`src/rtl/muldiv_pkg.sv`:
```
// muldiv_pkg: shared constants, state encoding and operand-signedness helpers for the RV32M unit
package muldiv_pkg;
  localparam int XLEN_DEF = 32;
  localparam logic [2:0] F3_MUL    = 3'b000;
  localparam logic [2:0] F3_MULH   = 3'b001;
  localparam logic [2:0] F3_MULHSU = 3'b010;
  localparam logic [2:0] F3_MULHU  = 3'b011;
  localparam logic [2:0] F3_DIV    = 3'b100;
  localparam logic [2:0] F3_DIVU   = 3'b101;
  localparam logic [2:0] F3_REM    = 3'b110;
  localparam logic [2:0] F3_REMU   = 3'b111;
  typedef enum logic [3:0] {
    S_IDLE = 4'b0001,
    S_CALC = 4'b0010,
    S_FIX  = 4'b0100,
    S_DONE = 4'b1000
  } state_t;
  function automatic logic signed_a(input logic [2:0] f3);
    return f3 == F3_MULH || f3 == F3_MULHSU || f3 == F3_DIV || f3 == F3_REM;
  endfunction
  function automatic logic signed_b(input logic [2:0] f3);
    return f3 == F3_MULH || f3 == F3_DIV || f3 == F3_REM;
  endfunction
endpackage

```
`src/rtl/muldiv_iter_dp.sv`:
```
// muldiv_iter_dp: shared shift/add-subtract datapath; {hi,lo} holds the product, or remainder/quotient
module muldiv_iter_dp
  import muldiv_pkg::*;
#(
  parameter int XLEN = XLEN_DEF
) (
  input  logic            clk,
  input  logic            rst,
  input  logic            load,
  input  logic            step,
  input  logic            is_div,
  input  logic            fix_sign,
  input  logic            neg,
  input  logic            sel_hi,
  input  logic [XLEN-1:0] a_mag,
  input  logic [XLEN-1:0] b_mag,
  output logic [XLEN-1:0] res
);
  logic [XLEN-1:0]   hi, lo, bq;
  logic [XLEN:0]     mul_sum, shl, diff;
  logic [2*XLEN-1:0] wide, fixed;
  // one multiply add-shift step or one restoring-divide trial, plus final sign/word selection
  always_comb begin
    mul_sum = {1'b0, hi} + (lo[0] ? {1'b0, bq} : '0);
    shl     = {hi, lo[XLEN-1]};
    diff    = shl - {1'b0, bq};
    wide    = is_div ? {{XLEN{1'b0}}, (sel_hi ? hi : lo)} : {hi, lo};
    fixed   = (fix_sign && neg) ? -wide : wide;
    res     = (sel_hi && !is_div) ? fixed[2*XLEN-1:XLEN] : fixed[XLEN-1:0];
  end
  // operand load and per-cycle iteration registers
  always_ff @(posedge clk or posedge rst) begin
    if (rst) begin
      hi <= '0;
      lo <= '0;
      bq <= '0;
    end else if (load) begin
      hi <= '0;
      lo <= a_mag;
      bq <= b_mag;
    end else if (step) begin
      hi <= is_div ? (diff[XLEN] ? shl[XLEN-1:0] : diff[XLEN-1:0]) : mul_sum[XLEN:1];
      lo <= is_div ? {lo[XLEN-2:0], ~diff[XLEN]} : {mul_sum[0], lo[XLEN-1:1]};
    end
  end
endmodule

```
`src/rtl/muldiv_sequencer.sv`:
```
// muldiv_sequencer: iterative RV32M multiply/divide unit with pipeline stall, flush and fast-path divide cases
module muldiv_sequencer
  import muldiv_pkg::*;
#(
  parameter  int XLEN  = XLEN_DEF,
  localparam int CNT_W = $clog2(XLEN)
) (
  input  logic            clk,
  input  logic            rst,
  input  logic            start,
  input  logic [2:0]      funct3,
  input  logic [XLEN-1:0] op_a,
  input  logic [XLEN-1:0] op_b,
  input  logic            flush,
  output logic            stall,
  output logic            busy,
  output logic            done,
  output logic [XLEN-1:0] result
);
  state_t           state, nxt;
  logic [CNT_W-1:0] cnt;
  logic [2:0]       f3_q;
  logic             neg_q, accept, special, div0, ovf, sa, sb;
  logic [XLEN-1:0]  fast_val, a_mag, b_mag, dp_res;
  // accept/special-case decode, operand magnitudes and next state
  always_comb begin
    accept   = state == S_IDLE && start && !flush;
    div0     = op_b == '0;
    ovf      = !funct3[0] && op_a == {1'b1, {(XLEN-1){1'b0}}} && op_b == '1;
    special  = funct3[2] && (div0 || ovf);
    fast_val = div0 ? (funct3[1] ? op_a : '1) : (funct3[1] ? '0 : {1'b1, {(XLEN-1){1'b0}}});
    sa       = signed_a(funct3) && op_a[XLEN-1];
    sb       = signed_b(funct3) && op_b[XLEN-1];
    a_mag    = sa ? -op_a : op_a;
    b_mag    = sb ? -op_b : op_b;
    nxt      = flush ? S_IDLE :
               state == S_IDLE ? (accept ? (special ? S_DONE : S_CALC) : S_IDLE) :
               state == S_CALC ? (cnt == '0 ? S_FIX : S_CALC) :
               state == S_FIX  ? S_DONE : S_IDLE;
    stall    = (state == S_IDLE && start) || state == S_CALC || state == S_FIX;
    busy     = state != S_IDLE;
    done     = state == S_DONE;
  end
  // state register
  always_ff @(posedge clk or posedge rst) begin
    if (rst) state <= S_IDLE;
    else     state <= nxt;
  end
  // iteration counter, latched op info and the held result
  always_ff @(posedge clk or posedge rst) begin
    if (rst) begin
      cnt    <= '0;
      f3_q   <= '0;
      neg_q  <= 1'b0;
      result <= '0;
    end else begin
      if (accept) begin
        cnt   <= CNT_W'(XLEN - 1);
        f3_q  <= funct3;
        neg_q <= (funct3[2] && funct3[1]) ? sa : sa ^ sb;
      end else if (state == S_CALC && cnt != '0) begin
        cnt <= cnt - 1'b1;
      end
      if (accept && special) result <= fast_val;
      else if (state == S_FIX && !flush) result <= dp_res;
    end
  end
  muldiv_iter_dp #(.XLEN(XLEN)) u_dp (
    .clk     (clk),
    .rst     (rst),
    .load    (accept && !special),
    .step    (state == S_CALC),
    .is_div  (f3_q[2]),
    .fix_sign(state == S_FIX),
    .neg     (neg_q),
    .sel_hi  (f3_q[2] ? f3_q[1] : f3_q != 3'b000),
    .a_mag   (a_mag),
    .b_mag   (b_mag),
    .res     (dp_res)
  );
endmodule

```
`config.mk`:
```
export PLATFORM = sky130hd
export DESIGN_NAME = muldiv_sequencer
export DESIGN_NICKNAME = d
export VERILOG_FILES = /design/src/rtl/muldiv_pkg.sv /design/src/rtl/muldiv_iter_dp.sv /design/src/rtl/muldiv_sequencer.sv
export SDC_FILE = /design/constraint.sdc
export NUM_CORES = 1
export LEC_CHECK = 0
export ABC_AREA = 1
export CAP_MARGIN = 25
export CORE_MARGIN = 2
export CORE_UTILIZATION = 49
export CTS_CLUSTER_DIAMETER = 50
export DETAILED_ROUTE_END_ITERATION = 6
export PLACE_DENSITY = 0.68
export SYNTH_ARGS = -nofsm -noshare
export SYNTH_HDL_FRONTEND = slang
export SYNTH_SLANG_ARGS = --single-unit
```
`constraint.sdc`:
```
create_clock -name clk -period 5.7 [get_ports clk]
set_input_delay 0.855 -clock clk [delete_from_list [all_inputs] [get_ports clk]]
set_output_delay 0.855 -clock clk [all_outputs]
set_load 0.01 [all_outputs]
```
==> results_dict.tcl <==
set metrics [dict create \
    status "complete, no violations" \
    min_path_type "reg2reg" \
    worstMarginPinSlew_ns 0.901 \
    grt_use_met2_pct 54.0 \
    synth_area_per_cell_um2 5.79 \
    ys_ff_latch 141 \
    start_util_pct 50.0 \
    ys_seq_area_share_pct 21.6 \
    grt_use_met3_pct 10.9 \
    overflow 0 \
    grt_pass1_wl_um 105000 \
    fin_skew_ns 0.0124 \
    grt.busiest_layer "met1" \
    slew_viol_final 0 \
    dp_hpwl_um 54500 \
    setup_ws_ns 1.53 \
    critPathArrivalTime_ns 4.51 \
    p_per_area_mw_per_mm2 267 \
    htree_levels 4 \
    crit_top_cell "nand2_1" \
    placementRows 66 \
    synth_edf_count 0 \
    startpoint "f3_q[2]" \
    wl_um 69300 \
    cp_slowest_cell "dfrtp_4" \
    drive_gt1_share_pct 4.02 \
    utilization_pct 55.9 \
    r2r_start "f3_q[2]" \
    die_area_mm2 0.0348 \
    clock.fmax_mhz 240 \
    placedCellCount 3298 \
    final_cell_mix "nand2_1 (789), inv_1 (361), nor2_1 (330)" \
    final.period_utilization_pct 73.2 \
    io_buffers 105 \
    end_kind "flop" \
    cts_sinks 141 \
    cts_tree "done" \
    syn-num-nets 2967 \
    worstPathRequired_ns 6.04 \
    cp-start-kind "flop" \
    use_met1_pct 58.1 \
    cp_slowest_stage_delay_ns 0.90 \
    netlist_instances 2824 \
    io-pin-count 106 \
    cp_top_family "simple AND/OR/NAND/NOR gates" \
    drt_pass1_iterations 7 \
    coreArea_mm2 0.0327 \
    wl_per_cell_um 20.8 \
    synth_ff_type "dfrtp_1" \
    grt.total_usage_pct 39.0 \
    first_global_vias 17700 \
    clock_tree.buffer_depth 2 \
    postCtsSetupRepairBufs 0 \
    cap_viol_max_count 0 \
    grt_max_degree 90 \
    cts.repair.resized 0 \
    synth-async-reset-ratio_pct 100 \
    final_cells 3331 \
    postPlaceCellArea_mm2 0.0177 \
    setup_violations 0 \
    final_area_mm2 0.0183 \
    min_from "neg_q" \
    ys_types 47 \
    nets 3018 \
    critPathKind "reg2reg" \
    syn2layout_area_growth_pct 11.9 \
    rsz0062_at_grt "false" \
    cts.clk_slew.worst_paths_ns 0.07 \
    drc 0 \
    period_minus_slack_ns 4.17 \
    cts_made_buffers 17 \
    path_buf_inv 1 \
    die_h_um 187 \
    drt_iter0_markers 2825 \
    ir_drop_uv 236 \
    reg2reg_slack_ns 1.53 \
    avgViaCountPerCell 5.92 \
    vias 19700 \
    tns_ns 0 \
    ant_nets 0 \
    clock_latency_ns 0.46 \
    place_congestion 1.06 \
    hold_viol_final 0 \
    crit_chain "buf_4, nand3_1, nand2_1, nand2_1, nor2_2, nand2_1, nor2_1, nand2_1, nor2_2, nor2_1, nand2_1, nand3_1, nand3_1, a21oi_1" \
    pre_cts_slack_ns 1.24 \
    layout_commonest_cell "nand2_1" \
    worstPathMaxFanout 63 \
    slew_headroom_pct 39.4 \
    syn_area_mm2 0.0163 \
    die_w_um 187 \
    holdBufCountCts 0 \
    antenna_found_initial 5 \
    yosys_warnings 0 \
    leakage_nw 9.32 \
    root_buffer "clkbuf_16" \
]
## worst paths after layout
| path | endpoint | depth (start not counted) |
|---|---|---|
| worst max-delay path | result[11] | 14 |
| worst min-delay path | neg_q | 2 |
| worst max register to register | result[11] | 14 |
| worst min register to register | neg_q | 2 |
| max in group asynchronous | u_dp.hi[23] | 3 |
| min in group asynchronous | result[15] | 2 |
## sequential cells by signal, indices dropped and copies added, names as in the netlist
register / count
cnt: 5
f3_q: 3
neg_q: 1
result: 32
state: 4
u_dp.bq: 32
u_dp.hi: 32
u_dp.lo: 32
## kinds of logic (layout without fill, tap and decap cells)
family                   count (synthesis)  count (layout)  synth area share [%]
AND/OR/NAND/NOR                       1540            1540                  39.8
AO/OA/AOI/OAI                          521             521                  17.1
buffers and inverters                  463             527                  11.2
flip-flops                             141             141                  21.6
XOR/XNOR                                87              87                  4.66
adder cells (fa/ha/maj)                 72              72                  5.60
other                                    0               1                     0
## layer usage
layer	up-vias	wire length [um]
li1	9294	-
met5	-	54
met2	1270	26900
met3	140	9450
met4	4	2240
met1	9012	30700
## through the flow
stage	power [W]	hold WS (ns)
floorplan	0.00284	0.453
global placement	0.00360	0.472
detailed placement	0.00361	0.477
CTS	0.00476	0.493
global route	0.00514	0.526
finish	0.00487	0.489
## report_power, final
group / leakage [nW] / internal, W / switching, W
clock: 0.284 / 0.000628 / 0.000528
combinational: 7.24 / 0.000718 / 0.00162
sequential: 1.79 / 0.00113 / 0.000253
## cells in the mapped netlist, drive strengths merged (34+ instances only)
library cell / instances / area share, %
nor2: 349 / 8.4
nand3: 274 / 8.5
nor3: 34 / 1.1
dfrtp: 140 / 21
o21ai: 300 / 9.4
clkbuf: 54 / 1.2
xor2: 66 / 3.5
nand2: 806 / 19
nand4: 43 / 1.6
ha: 70 / 5.4
buf: 40 / 1.5
inv: 366 / 8.4
a21oi: 149 / 4.6
## area by class of cell
class | instances | area (um^2)
multi-input cells | 2220 | 11000
clock inverters | 14 | 149
fillers | 3389 | 14400
clock buffers | 18 | 439
well taps | 442 | 553
flip-flops and latches | 141 | 3530
inverters | 369 | 1390
diodes | 1 | 2.50
repair buffers | 126 | 1230
## tightest hold or removal path: stages (launching register included)
cell and delay (ns):
dfrtp_1 0.35, nand2_1 0.05, o21ai_0 0.05
Note: power is estimated with default switching activity, not from simulation.
